[src/rtl/lsu_pkg.sv]
// -----------------------------------------------------------------------------
// lsu_pkg
// Shared definitions for the load/store unit: the LOAD/STORE opcode groups,
// func3 width/sign codes, FSM state encodings, the latched request record and
// a helper that decides whether a func3 code is meaningful for a direction.
// Optional feature macro used by this slice: LSU_TIMEOUT_EN (see lsu.sv).
// -----------------------------------------------------------------------------
package lsu_pkg;

   // Major opcodes of the LOAD and STORE instruction groups
   localparam logic [6:0] INST_TYPE_L = 7'b0000011;
   localparam logic [6:0] INST_TYPE_S = 7'b0100011;

   // Load func3 codes
   localparam logic [2:0] INST_LB  = 3'd0;
   localparam logic [2:0] INST_LH  = 3'd1;
   localparam logic [2:0] INST_LW  = 3'd2;
   localparam logic [2:0] INST_LBU = 3'd4;
   localparam logic [2:0] INST_LHU = 3'd5;

   // Store func3 codes
   localparam logic [2:0] INST_SB  = 3'd0;
   localparam logic [2:0] INST_SH  = 3'd1;
   localparam logic [2:0] INST_SW  = 3'd2;

   // FSM state encodings
   localparam logic [1:0] ST_IDLE = 2'd0;
   localparam logic [1:0] ST_REQ  = 2'd1;
   localparam logic [1:0] ST_DONE = 2'd2;

   // Fields captured from ex when a request is accepted
   typedef struct packed {
      logic        we;
      logic [2:0]  func3;
      logic [31:0] addr;
      logic [31:0] wdata;
      logic [4:0]  rd;
   } ls_req_t;

   // Stores only know byte/half/word; loads additionally have the unsigned forms
   function automatic logic func3_legal(input logic we, input logic [2:0] func3);
      if (we)
         return (func3 == INST_SB) || (func3 == INST_SH) || (func3 == INST_SW);
      else
         return (func3 == INST_LB)  || (func3 == INST_LH) || (func3 == INST_LW) ||
                (func3 == INST_LBU) || (func3 == INST_LHU);
   endfunction

endpackage

[src/rtl/lsu_align.sv]
// -----------------------------------------------------------------------------
// lsu_align
// Purely combinational lane logic for the load/store unit.
// Ports:
//   we        in   1 = store, 0 = load
//   func3     in   width/sign code
//   addr      in   low two bits of the byte address
//   wdata     in   raw store data
//   rdata     in   raw bus read word
//   legal     out  func3 is a valid code for this direction
//   aligned   out  access does not straddle its natural boundary
//   wstrb     out  byte strobes (zero for loads)
//   wdata_rep out  store data replicated across all lanes
//   load_data out  selected and sign/zero-extended load result
// -----------------------------------------------------------------------------
module lsu_align
   import lsu_pkg::*;
(
   input  logic        we,
   input  logic [2:0]  func3,
   input  logic [1:0]  addr,
   input  logic [31:0] wdata,
   input  logic [31:0] rdata,
   output logic        legal,
   output logic        aligned,
   output logic [3:0]  wstrb,
   output logic [31:0] wdata_rep,
   output logic [31:0] load_data
);

   logic [7:0]  rbyte;
   logic [15:0] rhalf;

   assign legal = func3_legal(we, func3);

   // func3[1:0] encodes the access size for both directions: 0 byte, 1 half, 2 word
   always_comb begin
      aligned   = 1'b1;
      wstrb     = 4'b0000;
      wdata_rep = wdata;
      case (func3[1:0])
         2'd0: begin
            wstrb     = 4'b0001 << addr;
            wdata_rep = {4{wdata[7:0]}};
         end
         2'd1: begin
            aligned   = ~addr[0];
            wstrb     = addr[1] ? 4'b1100 : 4'b0011;
            wdata_rep = {2{wdata[15:0]}};
         end
         default: begin
            aligned   = (addr == 2'b00);
            wstrb     = 4'b1111;
         end
      endcase
      if (!we)
         wstrb = 4'b0000;
   end

   // Lane select on the read word, then extension chosen by the load flavour
   always_comb begin
      case (addr)
         2'd0:    rbyte = rdata[7:0];
         2'd1:    rbyte = rdata[15:8];
         2'd2:    rbyte = rdata[23:16];
         default: rbyte = rdata[31:24];
      endcase
      rhalf = addr[1] ? rdata[31:16] : rdata[15:0];
      case (func3)
         INST_LB:  load_data = {{24{rbyte[7]}}, rbyte};
         INST_LH:  load_data = {{16{rhalf[15]}}, rhalf};
         INST_LBU: load_data = {24'h000000, rbyte};
         INST_LHU: load_data = {16'h0000, rhalf};
         default:  load_data = rdata;
      endcase
   end

endmodule

[src/rtl/lsu.sv]
// -----------------------------------------------------------------------------
// lsu
// Load/store unit behind the execute stage. Accepts one LOAD/STORE at a time,
// runs it on a single-outstanding req/ack data bus, writes load results to the
// register file and stalls the pipeline while the access is in flight.
// Optional feature: define LSU_TIMEOUT_EN to abort a request that has waited
// TIMEOUT_CYCLES cycles in REQ without an ack (reported on bus_err_o).
// Ports:
//   clk, rst                 clock, asynchronous active-high reset
//   ls_*_i                   request from ex (valid, we, func3, addr, wdata, rd)
//   mem_*_o / mem_*_i        data bus request side and slave response
//   rd_addr_o/rd_data_o/rd_wen_o  register file write port
//   hold_flag_o              stall request to ctrl
//   misalign_o, bus_err_o    one-cycle error pulses
// -----------------------------------------------------------------------------
module lsu
   import lsu_pkg::*;
#(
   parameter int TIMEOUT_CYCLES = 16
)
(
   input  logic        clk,
   input  logic        rst,
   input  logic        ls_valid_i,
   input  logic        ls_we_i,
   input  logic [2:0]  ls_func3_i,
   input  logic [31:0] ls_addr_i,
   input  logic [31:0] ls_wdata_i,
   input  logic [4:0]  ls_rd_addr_i,
   output logic        mem_req_o,
   output logic        mem_we_o,
   output logic [31:0] mem_addr_o,
   output logic [31:0] mem_wdata_o,
   output logic [3:0]  mem_wstrb_o,
   input  logic        mem_ack_i,
   input  logic [31:0] mem_rdata_i,
   output logic [4:0]  rd_addr_o,
   output logic [31:0] rd_data_o,
   output logic        rd_wen_o,
   output logic        hold_flag_o,
   output logic        misalign_o,
   output logic        bus_err_o
);

   logic [1:0]  state;
   ls_req_t     req_q;
   logic [31:0] load_q;
   logic        misalign_q;

   logic        in_legal;
   logic        in_aligned;
   logic [3:0]  unused_wstrb;
   logic [31:0] unused_wdata;
   logic [31:0] unused_load;

   logic        lat_legal_unused;
   logic        lat_aligned_unused;
   logic [3:0]  lat_wstrb;
   logic [31:0] lat_wdata;
   logic [31:0] lat_load;

   logic        accept;
   logic        reject_misalign;
   logic        timeout_hit;
   logic        expired;
   logic        rd_wen;

   // Front instance only judges the incoming request; its lane outputs are not needed
   lsu_align u_align_in (
      .we        (ls_we_i),
      .func3     (ls_func3_i),
      .addr      (ls_addr_i[1:0]),
      .wdata     (ls_wdata_i),
      .rdata     (mem_rdata_i),
      .legal     (in_legal),
      .aligned   (in_aligned),
      .wstrb     (unused_wstrb),
      .wdata_rep (unused_wdata),
      .load_data (unused_load)
   );

   // Back instance works on the latched fields so bus outputs stay stable in REQ
   lsu_align u_align_lat (
      .we        (req_q.we),
      .func3     (req_q.func3),
      .addr      (req_q.addr[1:0]),
      .wdata     (req_q.wdata),
      .rdata     (mem_rdata_i),
      .legal     (lat_legal_unused),
      .aligned   (lat_aligned_unused),
      .wstrb     (lat_wstrb),
      .wdata_rep (lat_wdata),
      .load_data (lat_load)
   );

   assign accept          = (state == ST_IDLE) & ls_valid_i & in_legal & in_aligned;
   assign reject_misalign = (state == ST_IDLE) & ls_valid_i & in_legal & ~in_aligned;

`ifdef LSU_TIMEOUT_EN
   localparam int CNT_W = $clog2(TIMEOUT_CYCLES + 1);

   logic [CNT_W-1:0] req_cnt;
   logic             expired_q;

   assign timeout_hit = (state == ST_REQ) & ~mem_ack_i &
                        (req_cnt == CNT_W'(TIMEOUT_CYCLES - 1));
   assign expired     = expired_q;

   // Counts REQ cycles without ack; an ack in the expiry cycle takes priority
   always_ff @(posedge clk or posedge rst) begin
      if (rst) begin
         req_cnt   <= '0;
         expired_q <= 1'b0;
      end else if (accept) begin
         req_cnt   <= '0;
         expired_q <= 1'b0;
      end else if (timeout_hit) begin
         expired_q <= 1'b1;
      end else if ((state == ST_REQ) && !mem_ack_i) begin
         req_cnt   <= req_cnt + 1'b1;
      end
   end
`else
   logic unused_cfg;

   assign unused_cfg  = (TIMEOUT_CYCLES > 0);
   assign timeout_hit = 1'b0;
   assign expired     = 1'b0;
`endif

   // Main sequencer: latch on accept, wait for ack (or timeout), one DONE cycle
   always_ff @(posedge clk or posedge rst) begin
      if (rst) begin
         state      <= ST_IDLE;
         req_q      <= '0;
         load_q     <= '0;
         misalign_q <= 1'b0;
      end else begin
         misalign_q <= reject_misalign;
         case (state)
            ST_IDLE: begin
               if (accept) begin
                  req_q.we    <= ls_we_i;
                  req_q.func3 <= ls_func3_i;
                  req_q.addr  <= ls_addr_i;
                  req_q.wdata <= ls_wdata_i;
                  req_q.rd    <= ls_rd_addr_i;
                  state       <= ST_REQ;
               end
            end
            ST_REQ: begin
               if (mem_ack_i) begin
                  load_q <= lat_load;
                  state  <= ST_DONE;
               end else if (timeout_hit) begin
                  state  <= ST_DONE;
               end
            end
            ST_DONE: state <= ST_IDLE;
            default: state <= ST_IDLE;
         endcase
      end
   end

   assign mem_req_o   = (state == ST_REQ);
   assign mem_we_o    = mem_req_o & req_q.we;
   assign mem_addr_o  = {req_q.addr[31:2], 2'b00};
   assign mem_wdata_o = lat_wdata;
   assign mem_wstrb_o = mem_req_o ? lat_wstrb : 4'b0000;

   // x0 loads still touch the bus but never write back
   assign rd_wen      = (state == ST_DONE) & ~req_q.we & (req_q.rd != 5'd0) & ~expired;
   assign rd_wen_o    = rd_wen;
   assign rd_addr_o   = rd_wen ? req_q.rd : 5'd0;
   assign rd_data_o   = rd_wen ? load_q : 32'd0;

   assign hold_flag_o = accept | (state == ST_REQ);
   assign misalign_o  = misalign_q;
   assign bus_err_o   = (state == ST_DONE) & expired;

endmodule
[config.mk]
export PLATFORM = sky130hd
export DESIGN_NAME = lsu
export DESIGN_NICKNAME = d
export VERILOG_FILES = /design/src/rtl/lsu_pkg.sv /design/src/rtl/lsu_align.sv /design/src/rtl/lsu.sv
export SDC_FILE = /design/constraint.sdc
export NUM_CORES = 1
export LEC_CHECK = 0
export ABC_AREA = 1
export BUFFER_PORTS_ARGS = -buffer_cell sky130_fd_sc_hd__clkbuf_2
export CAP_MARGIN = 40
export CORE_MARGIN = 1.5
export CORE_UTILIZATION = 48
export CTS_CLUSTER_DIAMETER = 100
export DETAILED_ROUTE_END_ITERATION = 8
export GPL_ROUTABILITY_DRIVEN = 0
export PLACE_DENSITY = 0.78
export SLEW_MARGIN = 20
export SYNTH_ARGS = -nofsm -noshare
export SYNTH_HDL_FRONTEND = slang
export SYNTH_HIERARCHICAL = 1
export SYNTH_SLANG_ARGS = --single-unit
[constraint.sdc]
create_clock -name clk -period 3.74 [get_ports clk]
set_clock_uncertainty 0.15 [all_clocks]
set_input_delay 0.748 -clock clk [delete_from_list [all_inputs] [get_ports clk]]
set_output_delay 0.748 -clock clk [all_outputs]
set_load 0.01 [all_outputs]
---- Yosys cells after proc, flatten, opt, wreduce, memory -nomap -nowiden ----
Cells that the tools add are included.
operators by class
  add/subtract/negate cells ............... 0
  multiply operators ...................... 0
  divide/modulo/power cells ............... 0
  $lt $le $gt $ge ......................... 0
  equal/unequal tests ..................... 15
  shift-type cells ........................ 1
  mux-type cells .......................... 15
  bitwise logic cells ..................... 11
  reductions and logical operators ........ 15
operators with widths
  operator                                                number
  case mux 32 bit (4 select lines)                        1
  case mux 32 bit (2 select lines)                        1
  two-way mux 32 bit                                      1
  case mux 8 bit (3 select lines)                         1
  two-way mux 16 bit                                      1
  equality test 3 bit (second input constant)             4
  two-way mux 4 bit                                       3
  logical NOT 2 bit                                       5
  equality test 2 x 1 -> 1 bit (second input constant)    4
  case mux 4 bit (2 select lines)                         1
  bitwise AND 1 bit                                       7
  equality test 3 x 1 -> 1 bit (second input constant)    2
  logical NOT 3 bit                                       2
  AND reduction 2 bit                                     3
  two-way mux 5 bit                                       1
  nonzero test 5 bit                                      1
  equality test 2 bit (second input constant)             2
  logical OR 1 bit                                        4
  two-way mux 2 bit                                       2
  case mux 2 bit (2 select lines)                         1
  << shifter 1 x 2 -> 4 bit (first input constant)        1
  equality test 3 x 2 -> 1 bit (second input constant)    1
  inverter 1 bit                                          3
  inequality test 2 x 1 -> 1 bit (second input constant)  1
  other kinds (4)                                         4
storage, ports and cells
  bits in registers ....................... 108
  latch bits .............................. 0
  memory bits (writable) .................. 0
  memory bits (read-only) ................. 0
  word-level logic and storage cells ...... 65
  memories kept ........................... 0

---- Longest topological paths before layout ----
Gate-level depths: netlist of run 1.
  word-level depth ........................ 10
  mapped depth ............................ 10
  depth with buffers taken out ............ 8

---- Hierarchy ----
Netlist of run 1, hierarchy kept.
by module, submodules not included
  module     instances  cells each  area each (µm²)  seq. area each (µm²)
  lsu        1          602         5059.9           2702.6
  lsu_align  2          249         1157.4           0.0

---- Least setup slack after synthesis of run 1 ----
OpenSTA, ideal clock, no wires.
  kind .................................... input-to-output
  from .................................... input port ls_addr_i[1]
  to ...................................... output port hold_flag_o
  arrival ................................. 1.829 ns
  required time ........................... 2.842 ns
  setup slack ............................. 1.013 ns
  cell stages on the path ................. 9
  buffers on the path ..................... 4
  cells stage by stage .................... buf_2 inv_1 buf_2 o21ai_0 nand2_1 nand3_2 buf_4 buf_4 nand2_1
between the ends
  word-level cells in the longest chain between the ends .. 4
ends and longest elaborated chain
  element                          line             RTL
  start: declaration               lsu.sv:27        input logic [31:0] ls_addr_i,
  logical NOT 2 bit                lsu_align.sv:52  aligned = (addr == 2'b00);
  case mux 1 bit (2 select lines)  lsu_align.sv:41  case (func3[1:0])
  via in_aligned                   lsu.sv:51        logic in_aligned;
  bitwise AND 1 bit                lsu.sv:96        assign accept = (state == ST_IDLE) & ls_valid_i & in_legal & in_aligned;
  bitwise OR 1 bit                 lsu.sv:177       assign hold_flag_o = accept | (state == ST_REQ);
  end: declaration                 lsu.sv:40        output logic hold_flag_o,
The timed path passes the listed nets, and every way through them passes these cells.

---- Worst setup path after layout of run 1 ----
  from .................................... register req_q[70] (netlist name)
  to ...................................... output port mem_wstrb_o[1]
between the ends
  word-level cells in the longest chain between the ends .. 4
  elaborated cells between the ends (all ways) .. 5
ends and longest elaborated chain
  element                                                                   line             RTL
  equality test 2 x 1 -> 1 bit / logical NOT 2 bit (equally long branches)  lsu_align.sv:41
  case mux 4 bit (2 select lines) *                                         lsu_align.sv:41
  two-way mux 4 bit *                                                       lsu_align.sv:56  if (!we)
  via lat_wstrb[1]                                                          lsu.sv:58        logic [3:0] lat_wstrb;
  two-way mux 4 bit *                                                       lsu.sv:169       assign mem_wstrb_o = mem_req_o ? lat_wstrb : 4'b0000;
  end: declaration                                                          lsu.sv:34        output logic [3:0] mem_wstrb_o,
The timed path passes the listed nets; every way through them passes the cells marked *.

==> results.md, run 1 <==
- Antenna violations before repair: 0
- Status: finished clean
- Max cap viols: 0
- Routed Antenna Nets: 0
- R2r startpoint: req_q[70]
- Clk_lat worst skew: ~340 ps
- WP data required: 2840 ps
- Core area: approximately 0.013 mm²
- Via density: approximately 5.1
- P&R area growth vs syn: 16.3%
- Final Cycle Share: 0.790
- CTS tree: done
- Min-Delay Path Class: in2async
- Fmax: between 300 and 400 MHz
- Syn_area_per_cell: 7.28 µm²
- Buffer count from post-CTS setup fixing: 0
- Relative slew slack: 0.476
- Root buffer cell: clkbuf_16
- Detailed-route via count: 5973
- Initial Utilization: 0.496
- Finish-stage setup viols: 0
- Detailed Place HPWL: roughly 12000 µm
- FF-to-FF End: load_q[24]
- RSZ-0062 raised after global routing: no
- Total GRT Usage: 0.252
- Share of layout cells above drive strength 1: 0.286
- Final setup TNS: 0 ps
- PwrDens: 614 mW/mm²
- Reg-to-reg slack, setup: 1460 ps
- Overall die width: approximately 120 µm
- Placed inst area: 0.00700 mm²
- Antenna diode count: 0
- Setup CP Type: reg2out
- Final WL: 17200 µm
- Final hold violation count: 0
- Max H-tree Level: 3
- DR DRC count: 0
- Tightest Pin Transition: 787 ps
- Largest net degree at the start of global routing: between 70 and 80
- Yosys Warn Count: 6
- Rows: between 40 and 50
- DR WL/cell: 14.6 µm
- Maximum VDD drop: between 0.3 and 0.4 mV
- Static Leak: 4.24 nW
- CP Launch Type: flip-flop
- CTS Hold Bufs: 0
- Final worst path period need: between 2000 and 3000 ps
- Post_cts resized: 0
- Die area: roughly 0.014 mm²
- CP cell instances: buf_12 > nor2_4 > nand2_1 > a31oi_1 > inv_1 > nor2_1 > clkbuf_2
- Total grt overflow: 0
- Cell Area, Synth: around 0.0063 mm²
- # IOs: between 200 and 250
- Cell count after synthesis: 863
- Clk buf depth: 2
- CP max stage delay: 480 ps
- Sink Count: roughly 110
- Critical path's slowest cell: dfrtp_2
- Clk slew on worst S/H paths: around 70 ps
- Num CTS Buffers: 9
- Pre-CTS WS: about 900 ps
- Final instance area: ~0.0073 mm²
- Die H: between 100 and 150 µm
- Final nets: approximately 1100
- CP Max Fanout: 43
- Via count of the first global-routing pass: 5476
- Setup ws final: between 700 and 800 ps
- Initial drt markers: roughly 500
- First-pass detailed-route iteration total: 5
- FF-to-FF path depth: 6
- Slew Viols, Final: 0
- Worst EP arrival: about 2000 ps
- First-pass GRT wire length: approximately 28000 µm
- IO buf count: between 200 and 250
- Crit. End Element: output port
- Final core area utilization: 0.576
worst max-delay path: cells and delay by family (launching register included):
family          cells  cell delay (ps)
compound gates      1              200
buf+inv             3              410
flops               1              480
simple gates        3              600
cell usage in the layout (no fill, tap or decap), drive strengths merged, types with 3 or more instances in the layout:
cell    count
inv        75
conb        3
o21ai      10
nand2     367
a22oi       6
a21oi      16
clkbuf    225
dfrtp     108
o211ai      4
nand4      73
clkinv      3
nor2       62
nand3      36
buf         9
where the power goes:
| group | internal (mW) | switching, mW | total, mW |
|---|---|---|---|
| clock network | 0.518 | 0.433 | 0.950 |
| registers | 1.55 | 0.272 | 1.82 |
| logic | 0.615 | 1.10 | 1.71 |
| total | 2.68 | 1.80 | 4.49 |
metrics by stage:
stage	hold slack, ps	total power, mW	std cells
floorplan	287	3.14	865
global placement	304	3.49	1157
detailed placement	308	3.53	1158
CTS	201	4.49	1173
global route	209	4.82	1174
finish	200	4.49	1174
worst max path at each step:
stage / from / to / slack [ps] / cells after the start
2_1_floorplan: ls_func3_i[1] / hold_flag_o / 1130 / 9
3_3_place_gp: req_q[70] / mem_wstrb_o[1] / 910 / 5
3_5_place_dp: req_q[70] / mem_wstrb_o[1] / 880 / 5
4_1_cts: req_q[70] / mem_wstrb_o[1] / 510 / 5
5_1_grt: req_q[70] / mem_wstrb_o[1] / 640 / 7
6_report: req_q[70] / mem_wstrb_o[1] / 790 / 7
sequential cells by signal (all words and copies together), names as in the netlist:
| signal | cells |
|---|---|
| req_q | 43 |
| mem_addr_o | 30 |
| load_q | 32 |
| state | 2 |
| misalign_o | 1 |
cell type report:
cell class	instances	area (µm²)
tap	172	215
inverter	74	282
fill	1235	5370
clock inverter	6	62.6
sequential	108	2700
timing repair buffer	225	1190
clock buffer	9	225
multi-input combinational	580	2630
layer usage:
layer,part of all wire,global-route usage,up-vias
li1,-,-,2934
met1,0.42,0.340,2764
met2,0.48,0.409,247
met3,0.080,0.0491,28
met4,0.019,0.0795,0
met5,0,0,-
Note: power is estimated with default switching activity, not from simulation.
==> run 2, diff against run 1 <==
==> constraint.sdc (replaced) <==
create_clock -name clk -period 2.6 [get_ports clk]
set_clock_uncertainty 0.15 [all_clocks]
set_input_delay 0.52 -clock clk [delete_from_list [all_inputs] [get_ports clk]]
set_output_delay 0.52 -clock clk [all_outputs]
set_load 0.01 [all_outputs]
==> run 2 against run 1 <==
Critical path depth fell by 1; sequential share of layout area fell by 0.38 points; combinational power rose by 47%; via count rose by 1.1%; non-clock buffer count rose by 4; final area rose by 1.0%; hold slack got worse by 200 ps; utilization rose by 0.60 points; final cell count rose by 0.51%; clock power rose by 41%.
==> results.md, run 2 (synthesis results as in run 1) <==
- Status: finished clean (unchanged)
- Final hold violation count: 0 (unchanged)
- Root buffer cell: clkbuf_16 (unchanged)
- Most flops, register: req_q (unchanged)
- CP cell instances: inv_1 > nand2_1 > a31oi_1 > inv_1 > nor2_1 > clkbuf_2 (was buf_12 > nor2_4 > nand2_1 > a31oi_1 > inv_1 > nor2_1 > clkbuf_2)
- Leading cell type in the layout, fill and taps excluded: nand2_1 (unchanged)
- Final Non-Filler Cells: 1180 (was 1174)
- Die H: 117 µm (unchanged)
- WP data required: 1930 ps (was 2840 ps)
- Post-Place Cells: 1163 (was 1158)
- CP max stage delay: 380 ps (was 480 ps)
- Maximum VDD drop: 0.411 mV (was 0.317 mV)
- Rows: 41 (unchanged)
- Detailed-route via count: 6039 (was 5973)
- Clk pwr share: 0.208 (was 0.212)
- Initial drt markers: 600 (was 495)
- IO buf count: 216 (unchanged)
- Via density: 5.12 (was 5.09)
- Combinational Power Share: 0.390 (was 0.382)
- Share of layout cells above drive strength 1: 0.289 (was 0.286)
- Tightest Pin Transition: 633 ps (was 787 ps)
- Relative slew slack: 0.577 (was 0.476)
- First-pass detailed-route iteration total: 5 (unchanged)
- Setup CP Type: reg2out (unchanged)
- Via count of the first global-routing pass: 5743 (was 5476)
- Finish-stage setup viols: 0 (unchanged)
- Slew Viols, Final: 0 (unchanged)
- P&R area growth vs syn: 17.6% (was 16.3%)
- Routed Antenna Nets: 0 (unchanged)
- Core area: 0.0127 mm² (unchanged)
- Sink Count: 108 (unchanged)
- Clk slew on worst S/H paths: 80 ps (was 70 ps)
- RSZ-0062 raised after global routing: no (unchanged)
- Sw power: 2.65 mW (was 1.80 mW)
- CP Launch Type: flip-flop (unchanged)
- Max reg flops: 43 (unchanged)
- Final worst path period need: approximately 2500 ps
- Critical path's slowest cell: dfrtp_1 (was dfrtp_2)
- Total grt overflow: 0 (unchanged)
- DR WL/cell: 14.5 µm (was 14.6 µm)
- PwrDens: 877 mW/mm² (was 614 mW/mm²)
- Final nets: 1111 (was 1107)
- Critical Path Most Common Cell: inv_1
- Total GRT Usage: 0.252 (about the same)
- Final setup TNS: 0 ps (unchanged)
- First-pass GRT wire length: 28200 µm (was 27900 µm)
- Final WL: 17100 µm (was 17200 µm)
- Static Leak: 4.27 nW (was 4.24 nW)
- Clk buf depth: 2 (unchanged)
- Initial Utilization: 0.496 (unchanged)
- Seq pwr share: 0.403 (was 0.406)
- Antenna violations before repair: 1 (was 0)
- # IOs: 220 (unchanged)
- Max cap viols: 0 (unchanged)
- Total power: 6.48 mW (was 4.49 mW)
- Die area: 0.0138 mm² (unchanged)
- Num CTS Buffers: 9 (unchanged)
- Largest net degree at the start of global routing: 75 (unchanged)
- CP Max Fanout: 11 (was 43)
- Max H-tree Level: 3 (unchanged)
- Commonest cells after routing, fill and taps aside: nand2_1 (363), clkbuf_2 (216), dfrtp_1 (107) (unchanged)
- Switch share: 0.410 (was 0.402)
- Int Power: 3.82 mW (was 2.68 mW)
- CTS tree: done (unchanged)
- Crit. End Element: output port (unchanged)
- Fmax: 401 MHz
- Detailed Place HPWL: 11900 µm (about the same)
- Clk_lat worst skew: 350 ps (was 340 ps)
- Min-Delay Path Class: in2async (unchanged)
- DR DRC count: 0 (unchanged)
- Worst EP arrival: 1820 ps (was 2060 ps)
- Final Cycle Share: 0.959
- Overall die width: 117 µm (unchanged)
[run 2: cell count changes in the layout (fill, tap and decap cells not counted), sizes merged]
| cell | change |
|---|---|
| bufinv | -1 |
| clkinv | -2 |
| buf | +4 |
| clkinvlp | +1 |
| clkbuf | +1 |
| inv | +2 |
| diode | +1 |
[run 2: worst paths after layout]
| kind | from | to | slack [ps] | cells after the start |
|---|---|---|---|---|
| max | req_q[38] | mem_wstrb_o[1] | 110 | 6 |
| min | rst | load_q[17] | 1 | 2 |
| max reg2reg | req_q[38] | load_q[29] | 630 | 7 |
| min reg2reg | mem_addr_o[8] | mem_addr_o[8] | 320 | 2 |
| max in group asynchronous | rst | req_q[70] | 1640 | 3 |
| min in group clk | ls_addr_i[23] | mem_addr_o[23] | 240 | 3 |
[run 2: timing repair]
action	in CTS	in global routing
hold buffers	0	0
gates resized for setup	0	1
buffers inserted	0	0
setup endpoints to repair	0	2
[run 2: per-stage QoR]
stage	hold slack [ps]	setup WS, ps	instance area (µm²)	utilization
CTS	9.82	95.7	7370	0.582
floorplan	287	442	6290	-
detailed placement	307	489	7080	0.559
global placement	304	503	7080	0.559
finish	1.18	106	7380	0.583
global route	15.0	18.1	7380	0.583
[run 2: area by class of cell]
| cell class | instances | area, µm² |
|---|---|---|
| sequential | 108 | 2700 |
| multi-input combinational | 580 | 2640 |
| timing repair buffer | 229 | 1250 |
| inverter | 74 | 282 |
| clock inverter | 6 | 56.3 |
| clock buffer | 10 | 229 |
| fill | 1241 | 5290 |
| antenna | 1 | 2.50 |
| tap | 172 | 215 |
[run 2: metal layers]
layer	wire length, µm	track usage	share of wire	vias up
met2	8150	0.411	0.48	232
met1	7420	0.340	0.44	2830
met3	1100	0.0394	0.065	26
li1	-	-	-	2951
met4	374	0.0957	0.022	0
met5	0	0	0	-
[run 2: power groups by stage]
stage	logic, mW	registers (mW)	clock network, mW
2_1_floorplan	2.00	2.52	0
3_3_place_gp	2.48	2.62	0
4_1_cts	2.52	2.61	1.37
5_1_grt	2.84	2.69	1.44
3_5_place_dp	2.52	2.63	0
6_report	2.52	2.61	1.34
[run 2: worst max-delay path: cells and delay by family (launching register included)]
kind | cells | cell delay, ps
buf+inv | 3 | 530
compound gates | 1 | 200
simple gates | 2 | 350
flops | 1 | 380
